<file path="src/rtl/mrf_pkg.sv">
// ---------------------------------------------------------------------------
// mrf_pkg
// Shared types and defaults for the mRF register-file word datapath.
//   mrf_seq_state_t : load sequencer states (IDLE, CLEAR, LOAD, DONE)
//   mrf_count_w     : width of a word counter able to hold 0..ch*num
//   MRF_*           : default geometry used by the sequencer blocks
// ---------------------------------------------------------------------------
package mrf_pkg;

    typedef enum logic [1:0] {
        IDLE  = 2'd0,
        CLEAR = 2'd1,
        LOAD  = 2'd2,
        DONE  = 2'd3
    } mrf_seq_state_t;

    localparam int MRF_WORDWIDTH = 32;
    localparam int MRF_NUM1      = 5;
    localparam int MRF_CHANNEL   = 6;

    // The counter must reach the full word total, so it needs room for
    // ch*num itself, not just ch*num-1.
    function automatic int mrf_count_w(input int ch, input int num);
        return $clog2(ch * num + 1);
    endfunction

endpackage

</file>
<file path="src/rtl/mrf_idx_cnt.sv">
// ---------------------------------------------------------------------------
// mrf_idx_cnt
// Nested element/channel position counter for one load frame.
// Ports:
//   clk   in   clock, all logic on posedge
//   rst   in   synchronous active-high reset
//   clr   in   return to position (0,0)
//   inc   in   advance one word position
//   el    out  element index of the current word (0..NUM1-1)
//   ch    out  channel index of the current word (0..CHANNEL-1)
//   last  out  high when the current position is the final word of a frame
// ---------------------------------------------------------------------------
module mrf_idx_cnt
    import mrf_pkg::*;
#(
    parameter  int NUM1    = MRF_NUM1,
    parameter  int CHANNEL = MRF_CHANNEL,
    localparam int EL_W    = (NUM1 > 1) ? $clog2(NUM1) : 1,
    localparam int CH_W    = (CHANNEL > 1) ? $clog2(CHANNEL) : 1
) (
    input  logic            clk,
    input  logic            rst,
    input  logic            clr,
    input  logic            inc,
    output logic [EL_W-1:0] el,
    output logic [CH_W-1:0] ch,
    output logic            last
);

    logic [EL_W-1:0] r_el;
    logic [CH_W-1:0] r_ch;
    logic            w_elWrap;
    logic            w_chWrap;

    assign w_elWrap = (r_el == EL_W'(NUM1 - 1));
    assign w_chWrap = (r_ch == CH_W'(CHANNEL - 1));

    // Element counts fastest; its wrap carries into the channel counter,
    // which gives k/NUM1 and k%NUM1 without a divider.
    always_ff @(posedge clk) begin
        if (rst || clr) begin
            r_el <= '0;
            r_ch <= '0;
        end else if (inc) begin
            if (w_elWrap) begin
                r_el <= '0;
                r_ch <= w_chWrap ? '0 : r_ch + CH_W'(1);
            end else begin
                r_el <= r_el + EL_W'(1);
            end
        end
    end

    assign el   = r_el;
    assign ch   = r_ch;
    assign last = w_elWrap && w_chWrap;

endmodule

</file>
<file path="src/rtl/mrf_load_seq.sv">
// ---------------------------------------------------------------------------
// mrf_load_seq
// Load sequencer for the mRF register-file slice. A start pulse opens a frame
// of CHANNEL*NUM1 words taken from an upstream valid/ready source; the slice
// first sees one clear beat (count 0), then every word with its 1-based count.
// Ports:
//   clk, rst          clock and synchronous active-high reset
//   start             frame request, only honoured in IDLE
//   abort             cancel the running frame
//   in_valid/in_data  upstream word stream
//   in_ready          upstream ready (LOAD and no abort)
//   rf_count/rf_data  registered count and word towards the RF slice
//   rf_we             one-cycle write pulse per accepted word
//   ch_idx/el_idx     position of the last accepted word
//   busy              high in CLEAR and LOAD
//   done              one-cycle pulse once the frame has completed
//   stall_cnt         (only with MRF_LOAD_SEQ_STALL_CNT_EN) LOAD cycles
//                     without in_valid, saturating
// Configuration macro: MRF_LOAD_SEQ_STALL_CNT_EN
// ---------------------------------------------------------------------------
module mrf_load_seq
    import mrf_pkg::*;
#(
    parameter  int WORDWIDTH = MRF_WORDWIDTH,
    parameter  int NUM1      = MRF_NUM1,
    parameter  int CHANNEL   = MRF_CHANNEL,
    localparam int COUNT_W   = mrf_count_w(CHANNEL, NUM1),
    localparam int EL_W      = (NUM1 > 1) ? $clog2(NUM1) : 1,
    localparam int CH_W      = (CHANNEL > 1) ? $clog2(CHANNEL) : 1
) (
    input  logic                 clk,
    input  logic                 rst,
    input  logic                 start,
    input  logic                 abort,
    input  logic                 in_valid,
    input  logic [WORDWIDTH-1:0] in_data,
    output logic                 in_ready,
    output logic [COUNT_W-1:0]   rf_count,
    output logic [WORDWIDTH-1:0] rf_data,
    output logic                 rf_we,
    output logic [CH_W-1:0]      ch_idx,
    output logic [EL_W-1:0]      el_idx,
    output logic                 busy,
    output logic                 done
`ifdef MRF_LOAD_SEQ_STALL_CNT_EN
    ,
    output logic [15:0]          stall_cnt
`endif
);

    mrf_seq_state_t r_state;
    mrf_seq_state_t w_nextState;

    logic [COUNT_W-1:0]   r_count;
    logic [WORDWIDTH-1:0] r_data;
    logic                 r_we;
    logic [CH_W-1:0]      r_chIdx;
    logic [EL_W-1:0]      r_elIdx;
    logic                 r_done;

    logic                 w_inReady;
    logic                 w_handshake;
    logic [EL_W-1:0]      w_el;
    logic [CH_W-1:0]      w_ch;
    logic                 w_last;
    logic                 w_clrIdx;

    assign w_inReady   = (r_state == LOAD) && !abort;
    assign w_handshake = in_valid && w_inReady;
    assign w_clrIdx    = (r_state == CLEAR);

    mrf_idx_cnt #(
        .NUM1    (NUM1),
        .CHANNEL (CHANNEL)
    ) u_idxCnt (
        .clk  (clk),
        .rst  (rst),
        .clr  (w_clrIdx),
        .inc  (w_handshake),
        .el   (w_el),
        .ch   (w_ch),
        .last (w_last)
    );

    // State register.
    always_ff @(posedge clk) begin
        if (rst) begin
            r_state <= IDLE;
        end else begin
            r_state <= w_nextState;
        end
    end

    // Next-state logic. abort overrides everything except reset, including
    // a start arriving in the same IDLE cycle.
    always_comb begin
        w_nextState = r_state;
        case (r_state)
            IDLE:    if (start && !abort) w_nextState = CLEAR;
            CLEAR:   w_nextState = abort ? IDLE : LOAD;
            LOAD: begin
                if (abort) begin
                    w_nextState = IDLE;
                end else if (w_handshake && w_last) begin
                    w_nextState = DONE;
                end
            end
            DONE:    w_nextState = IDLE;
            default: w_nextState = IDLE;
        endcase
    end

    // Output registers. rf_count tracks the number of accepted words, so the
    // next count is simply the current one plus one; it is left at the frame
    // total after completion and only cleared by the next CLEAR beat or abort.
    // done is registered from the DONE state, so it appears one cycle after
    // the final word reaches the slice.
    always_ff @(posedge clk) begin
        if (rst) begin
            r_count <= '0;
            r_data  <= '0;
            r_we    <= 1'b0;
            r_chIdx <= '0;
            r_elIdx <= '0;
            r_done  <= 1'b0;
        end else begin
            r_we   <= 1'b0;
            r_done <= 1'b0;
            case (r_state)
                CLEAR: begin
                    r_count <= '0;
                    if (!abort) r_data <= '0;
                end
                LOAD: begin
                    if (abort) begin
                        r_count <= '0;
                    end else if (w_handshake) begin
                        r_data  <= in_data;
                        r_we    <= 1'b1;
                        r_count <= r_count + COUNT_W'(1);
                        r_chIdx <= w_ch;
                        r_elIdx <= w_el;
                    end
                end
                DONE: begin
                    if (abort) begin
                        r_count <= '0;
                    end else begin
                        r_done <= 1'b1;
                    end
                end
                default: ;
            endcase
        end
    end

`ifdef MRF_LOAD_SEQ_STALL_CNT_EN
    logic [15:0] r_stallCnt;

    // Counts LOAD cycles with no upstream word. Cleared when a new frame
    // enters CLEAR so the previous frame's value stays readable until then.
    always_ff @(posedge clk) begin
        if (rst) begin
            r_stallCnt <= '0;
        end else if ((r_state == IDLE) && (w_nextState == CLEAR)) begin
            r_stallCnt <= '0;
        end else if ((r_state == LOAD) && !in_valid && (r_stallCnt != 16'hFFFF)) begin
            r_stallCnt <= r_stallCnt + 16'd1;
        end
    end

    assign stall_cnt = r_stallCnt;
`endif

    assign in_ready = w_inReady;
    assign rf_count = r_count;
    assign rf_data  = r_data;
    assign rf_we    = r_we;
    assign ch_idx   = r_chIdx;
    assign el_idx   = r_elIdx;
    assign busy     = (r_state == CLEAR) || (r_state == LOAD);
    assign done     = r_done;

endmodule

</file>
<file path="config.mk">
export PLATFORM = sky130hd
export DESIGN_NAME = mrf_load_seq
export DESIGN_NICKNAME = d
export VERILOG_FILES = /design/src/rtl/mrf_pkg.sv /design/src/rtl/mrf_idx_cnt.sv /design/src/rtl/mrf_load_seq.sv
export SDC_FILE = /design/constraint.sdc
export NUM_CORES = 1
export LEC_CHECK = 0
export ABC_AREA = 1
export CORE_ASPECT_RATIO = 0.5
export CORE_MARGIN = 1
export CORE_UTILIZATION = 47
export CTS_CLUSTER_SIZE = 14
export DETAILED_ROUTE_END_ITERATION = 16
export HOLD_SLACK_MARGIN = 0.06
export PLACE_DENSITY = 0.82
export SETUP_SLACK_MARGIN = 0.5
export SLEW_MARGIN = 20
export SYNTH_ARGS = -nofsm -noshare
export SYNTH_HDL_FRONTEND = slang
export SYNTH_SLANG_ARGS = --single-unit
</file>
<file path="constraint.sdc">
create_clock -name clk -period 2.17 [get_ports clk]
set_input_delay 0.434 -clock clk [delete_from_list [all_inputs] [get_ports clk]]
set_output_delay 0.434 -clock clk [all_outputs]
set_load 0.01 [all_outputs]
</file>
==> run summary <==
Primary FF master, synth: dfxtp_1
Met3 WL post-DR: 245 um
Post-synth ARST share: 0%
Critical-path maximum fanout: 2
Total wire length: 5590 um
DIE AREA: 5020 um^2
FF+latch area: 1070 um^2
Fmax: 614 MHz
Crit-path leading delay family: buffers and inverters
Overall Global Routing Usage: 21.9%
Overall die width: 99.2 um
N_diodes: 0
Clock root cell: clkbuf_8
Cell area after synthesis: 2220 um^2
CP bufs+invs: 1
Worst-Skew Late Latency: 0.30 ns
Clk buf depth: 2
Leakage: 0.00150 uW
Final critical-path required period: 1.63 ns
Fin worst setup slack: 0.541 ns
Actual slew at the worst max-slew pin: 0.376 ns
Io pins: 84
Synthesized Nets: 322
Slowest-stage cell, CP: clkdlybuf4s50_1
Max-cap violations: 0
Crit-path max cell delay: 0.55 ns
Worst Clk Skew: 0.00468 ns
Initial antenna violation count: 0
Grt ovf: 0
# fillers: 332
IO Port Bufs: 83
Clock Pin Slew Worst Setup and Hold Paths: 0.10 ns
Power, Total: 2010 uW
Share of cells above drive strength 1: 13.2%
First-pass GRT wire length: 8710 um
Critical Path End Type: output port
Area of the multi-input gates: 1000 um^2
Drt wl/cell: 13.3 um
Slew Limit Fails: 0
Worst Hold Class: reg -> reg
Synth warnings: 0
Power per Cell Area: 608 nW/um^2
CTS tree: yes
Wire length on met1: 2330 um
TritonCTS Sinks: 53
Row count: 17
DR WL met2: 2870 um
HPWL after detailed placement: 3670 um
Via density: 4.97
Setup TNS: 0 ns
Nets: 408
CTS Hold Bufs: 0
Crit share post-route: 75.1%
EDFF count, synth: 0
Peak supply drop: 0.000347 V
CTS Buf Count: 5
H-Tree Depth: 2
Arrival time worst endpoint: 1.20 ns
Vias in the first global route: 2057
Initial Util: 49.7%
Slew HR: 74.8%
Area Growth Syn to Fin: 49.3%
First-pass iteration count of the detailed router: 4
DR iter-0 viols: 73
Place WS: 0.124 ns
Post-synthesis cell count: 278
WHS: 0.468 ns
Syn_area_per_cell: 7.98 um^2
Yosys reg bits: 53
CP Launch Type: flop
Outcome: finished, final reports clean
Via count: 2097
RSZ-0062 raised after global routing: false
Req. time, crit path: 1.74 ns
Antenna Nets Post-Route: 0
Post-synthesis cell type count: 29
Largest net degree at the start of global routing: 36
GPL Wtd Cong: 0.792
Core area: 4470 um^2
Endpoints failing hold: 0
Top Layer Used: met4
Die H: 50.6 um
Final Util: 74.2%
Crit path cell chain: clkdlybuf4s50_1
Register area share after synthesis: 47.8%
DRC viols: 0
Critical path class: reg -> out
# setup viols final: 0
## state kept, by name, indices dropped and copies added, names as in the netlist
| name | cells |
|---|---|
| ch_idx | 3 |
| done | 1 |
| el_idx | 3 |
| r_state | 2 |
| rf_count | 5 |
| rf_data | 32 |
| rf_we | 1 |
| u_idxCnt.ch | 3 |
| u_idxCnt.el | 3 |
## Yosys cell counts (3+ instances only)
cell type	number	area (um^2)
a21oi_1	13	65.1
buf_2	4	20.0
buf_6	4	45.0
clkbuf_1	3	11.3
dfxtp_1	53	1060
ha_1	7	87.6
inv_1	21	78.8
nand2_1	89	334
nand2_2	7	43.8
nand3_1	5	25.0
nor2_1	11	41.3
o21ai_0	8	40.0
o21ai_1	31	155
## where the power goes
group | internal, uW | switching, uW | leakage (uW)
Sequential | 979 | 7.29 | 0.000429
Combinational | 102 | 121 | 0.000997
Clock | 465 | 340 | 0.0000687
Total | 1550 | 468 | 0.00150
## per-layer routing
layer	GRT usage (%)	vias to the layer above
met2	43.4	55
met3	5.01	13
li1	-	1055
met5	0	-
met1	23.2	974
met4	7.84	0
## kinds of logic (layout without fill, tap and decap cells)
kind of cell	count (synthesis)	count (layout)	share of synthesized area [%]
and+or+nand+nor	125	126	25.8
buffers and inverters	37	123	8.68
DFF	53	53	47.8
adders and majority gates	7	7	3.95
AOI/OAI and AO/OA	56	56	13.8
## metrics by stage
stage,area (um^2),cells
floorplan,2220,278
global placement,3070,410
detailed placement,3070,410
CTS,3210,418
global route,3310,422
finish,3310,422
## cells in the final DEF (no fill, tap or decap), types with 7 or more instances in the layout
cell type and count:
a21oi_1 13, clkdlybuf4s50_1 65, dfxtp_1 49, dlymetal6s2s_1 15
inv_1 19, nand2_1 89, nand2_2 7, nor2_1 11
o21ai_0 8, o21ai_1 31
## worst paths after layout
| path | startpoint | to | slack [ns] | cells past startpoint |
|---|---|---|---|---|
| setup / recovery | rf_data[27] | rf_data[27] | 0.54 | 1 |
| hold reg to reg | ch_idx[1] | ch_idx[1] | 0.47 | 2 |
| setup reg to reg | r_state[0] | rf_count[3] | 0.73 | 9 |
| hold / removal | ch_idx[1] | ch_idx[1] | 0.47 | 2 |
## layout make-up
class / instances / share of cell area, %
repair buffers: 90 / 28.2
clock buffers: 5 / 2.08
clock inverters: 3 / 2.08
multi-input cells: 189 / 30.2
well taps: 57 / 2.15
inverters: 25 / 2.98
flip-flops and latches: 53 / 32.3
## repair_timing
action / 4_1_cts / 5_1_grt
gates resized for setup: 17 / 19
endpoints found under the setup margin: 4 / 49
gates cloned: 0 / 1
hold endpoints to repair: 0 / 0
pin swaps: 1 / 2
setup buffers: 0 / 3
Power figures use the tool's default switching activity.
==> edit, RTL diff (same settings) <==
Build with the macro `MRF_LOAD_SEQ_STALL_CNT_EN` defined.
--- a/src/rtl/mrf_load_seq.sv
+++ b/src/rtl/mrf_load_seq.sv
@@ -18,6 +18,8 @@
 //                     without in_valid, saturating
 // Configuration macro: MRF_LOAD_SEQ_STALL_CNT_EN
 // ---------------------------------------------------------------------------
+`define MRF_LOAD_SEQ_STALL_CNT_EN
+
 module mrf_load_seq
     import mrf_pkg::*;
 #(
Formal check against the unedited RTL (old outputs only; new: stall_cnt): equivalent (equiv_simple and equiv_induct, registers matched by name and starting in step).
==> edit against the original RTL <==
Sequential share of layout area fell by 4.6 points; setup slack worse by 65 ps; critical path type is now reg -> reg; maximum frequency fell by 3.9%; power increased by 58%; synthesized area rose by 48%; count of clock-buffer cells in the layout increased by 6; final cell count rose by 61%; synthesized cell count up 66%; register-to-register slack got worse by 250 ps; cell area grew 53%; worst hold slack got worse by 7.0 ps; sequential cell count is 16 higher; routed wire length up 69%; core utilization is 1.6 points higher; largest cell class is now multi-input gates.
==> edit: results <==
metrics = {
    "outcome": {
        "outcome": "finished clean",
    },
    "synth": {
        "yosysSeqAreaShare_pct": 42.2,
        "synthesis.instances": 461,
        "syn_nets": 506,
        "synth_commonest_cells": "nand2_1 (118), dfxtp_1 (69), nand3_1 (49), a21oi_1 (48), inv_1 (46)",
        "synth_cell_types": 28,
    },
    "global_route": {
        "first_global_vias": 2965,
        "grt_pass1_wl_mm": 14.0,
        "grt_usage_pct": 24.6,
        "grt_max_degree": 31,
    },
    "critical_path": {
        "r2r_setup_slack_ps": 480,
    },
    "placed_design": {
        "place_hpwl_mm": 5.76,
        "placed_cells": 647,
    },
    "cts": {
        "htree_levels": 3,
        "worstSkewPairLatency_ps": 330,
        "path_clk_slew_ps": 60,
        "root_buffer": "clkbuf_16",
        "cts_buffers": 9,
    },
    "cells_and_area": {
        "layout.cells.non_filler": 678,
        "fillers": 468,
        "drive_gt1_share_pct": 18.9,
        "nNetsFinal": 626,
    },
    "power_and_ir_drop": {
        "peakVddDrop_uv": 573,
        "leakage_nw": 2.54,
    },
    "timing": {
        "hold_slack_ps": 461,
        "skew_ps": 5.96,
    },
    "detailed_routing": {
        "dr.pass1.iters": 5,
        "num_vias": 3381,
        "first_iter_violations": 220,
    },
}
[edit: changes by cell type in the layout (fill, tap and decap cells not counted), sizes merged, moves of 15 or more]
cell,unedited run,this run
o21ai,39,11
clkdlybuf4s50,65,50
nor2,16,40
a21oi,16,59
dlygate4sd2,1,21
dfxtp,53,69
nand3,7,50
inv,25,54
nand2,97,125
buf,9,32
[edit: layer usage]
| metal | global-route usage [%] | vias up | wire (um) |
|---|---|---|---|
| met5 | 0 | - | 0 |
| met4 | 6.79 | 0 | 108 |
| met3 | 7.41 | 12 | 458 |
| met2 | 42.4 | 101 | 4880 |
| met1 | 30.9 | 1546 | 3990 |
| li1 | - | 1722 | - |
[edit: power by group]
part | switching, W | leakage (nW) | total (W) | internal (W)
registers | 0.00000179 | 0.563 | 0.00127 | 0.00127
logic | 0.0000848 | 1.80 | 0.000171 | 0.0000857
clock network | 0.000555 | 0.172 | 0.00174 | 0.00119
total | 0.000641 | 2.54 | 0.00318 | 0.00254
[edit: cells by family after synthesis]
logic type	count (synthesis)	synth area share, %
xor gates and xnor gates	6	1.60
AOI/OAI and AO/OA	73	12.7
buffers and inverters	76	9.70
adders and majority gates	8	3.06
DFF	69	42.2
and+or+nand+nor	229	30.8
[edit: final timing paths]
check                            startpoint           end  cells after the start
worst max-delay path             r_state[0]  stall_cnt[3]                     13
worst min-delay path            rf_data[19]   rf_data[19]                      2
worst max register to register   r_state[0]  stall_cnt[3]                     13
worst min register to register  rf_data[19]   rf_data[19]                      2
[edit: stage by stage]
| step | setup WS, ps | area, um^2 |
|---|---|---|
| 4_1_cts | 441 | 4870 |
| 2_1_floorplan | 616 | 3280 |
| 6_report | 476 | 5080 |
| 3_3_place_gp | 141 | 4400 |
| 3_5_place_dp | 104 | 4400 |
| 5_1_grt | 377 | 5080 |
[edit: repair_timing]
action                     in CTS  in global routing
resized for setup              54                 53
gates cloned                    1                  0
setup endpoints to repair      73                 80
pin swaps                       1                  8
buffers inserted                8                  6
[edit: layout make-up]
cell class              instances  area, um^2  share of cell area (%)
clock buffers                  11         253                    4.98
clock inverters                 5         106                    2.09
inverters                      56         214                    4.21
multi-input cells             316        1680                    33.1
flip-flops and latches         69        1400                    27.6
well taps                      92         115                    2.27
repair buffers                129        1310                    25.8
[edit: critical path, cell delays in order (launching register included)]
cell and delay, ps:
dfxtp_2 340, inv_4 70, ha_4 150, buf_6 120, inv_2 40, nor2_4 140, buf_6 130, inv_2 40
nor2_4 110, buf_6 140, nand2_1 50, nand2_1 80, inv_1 80, a21oi_2 120
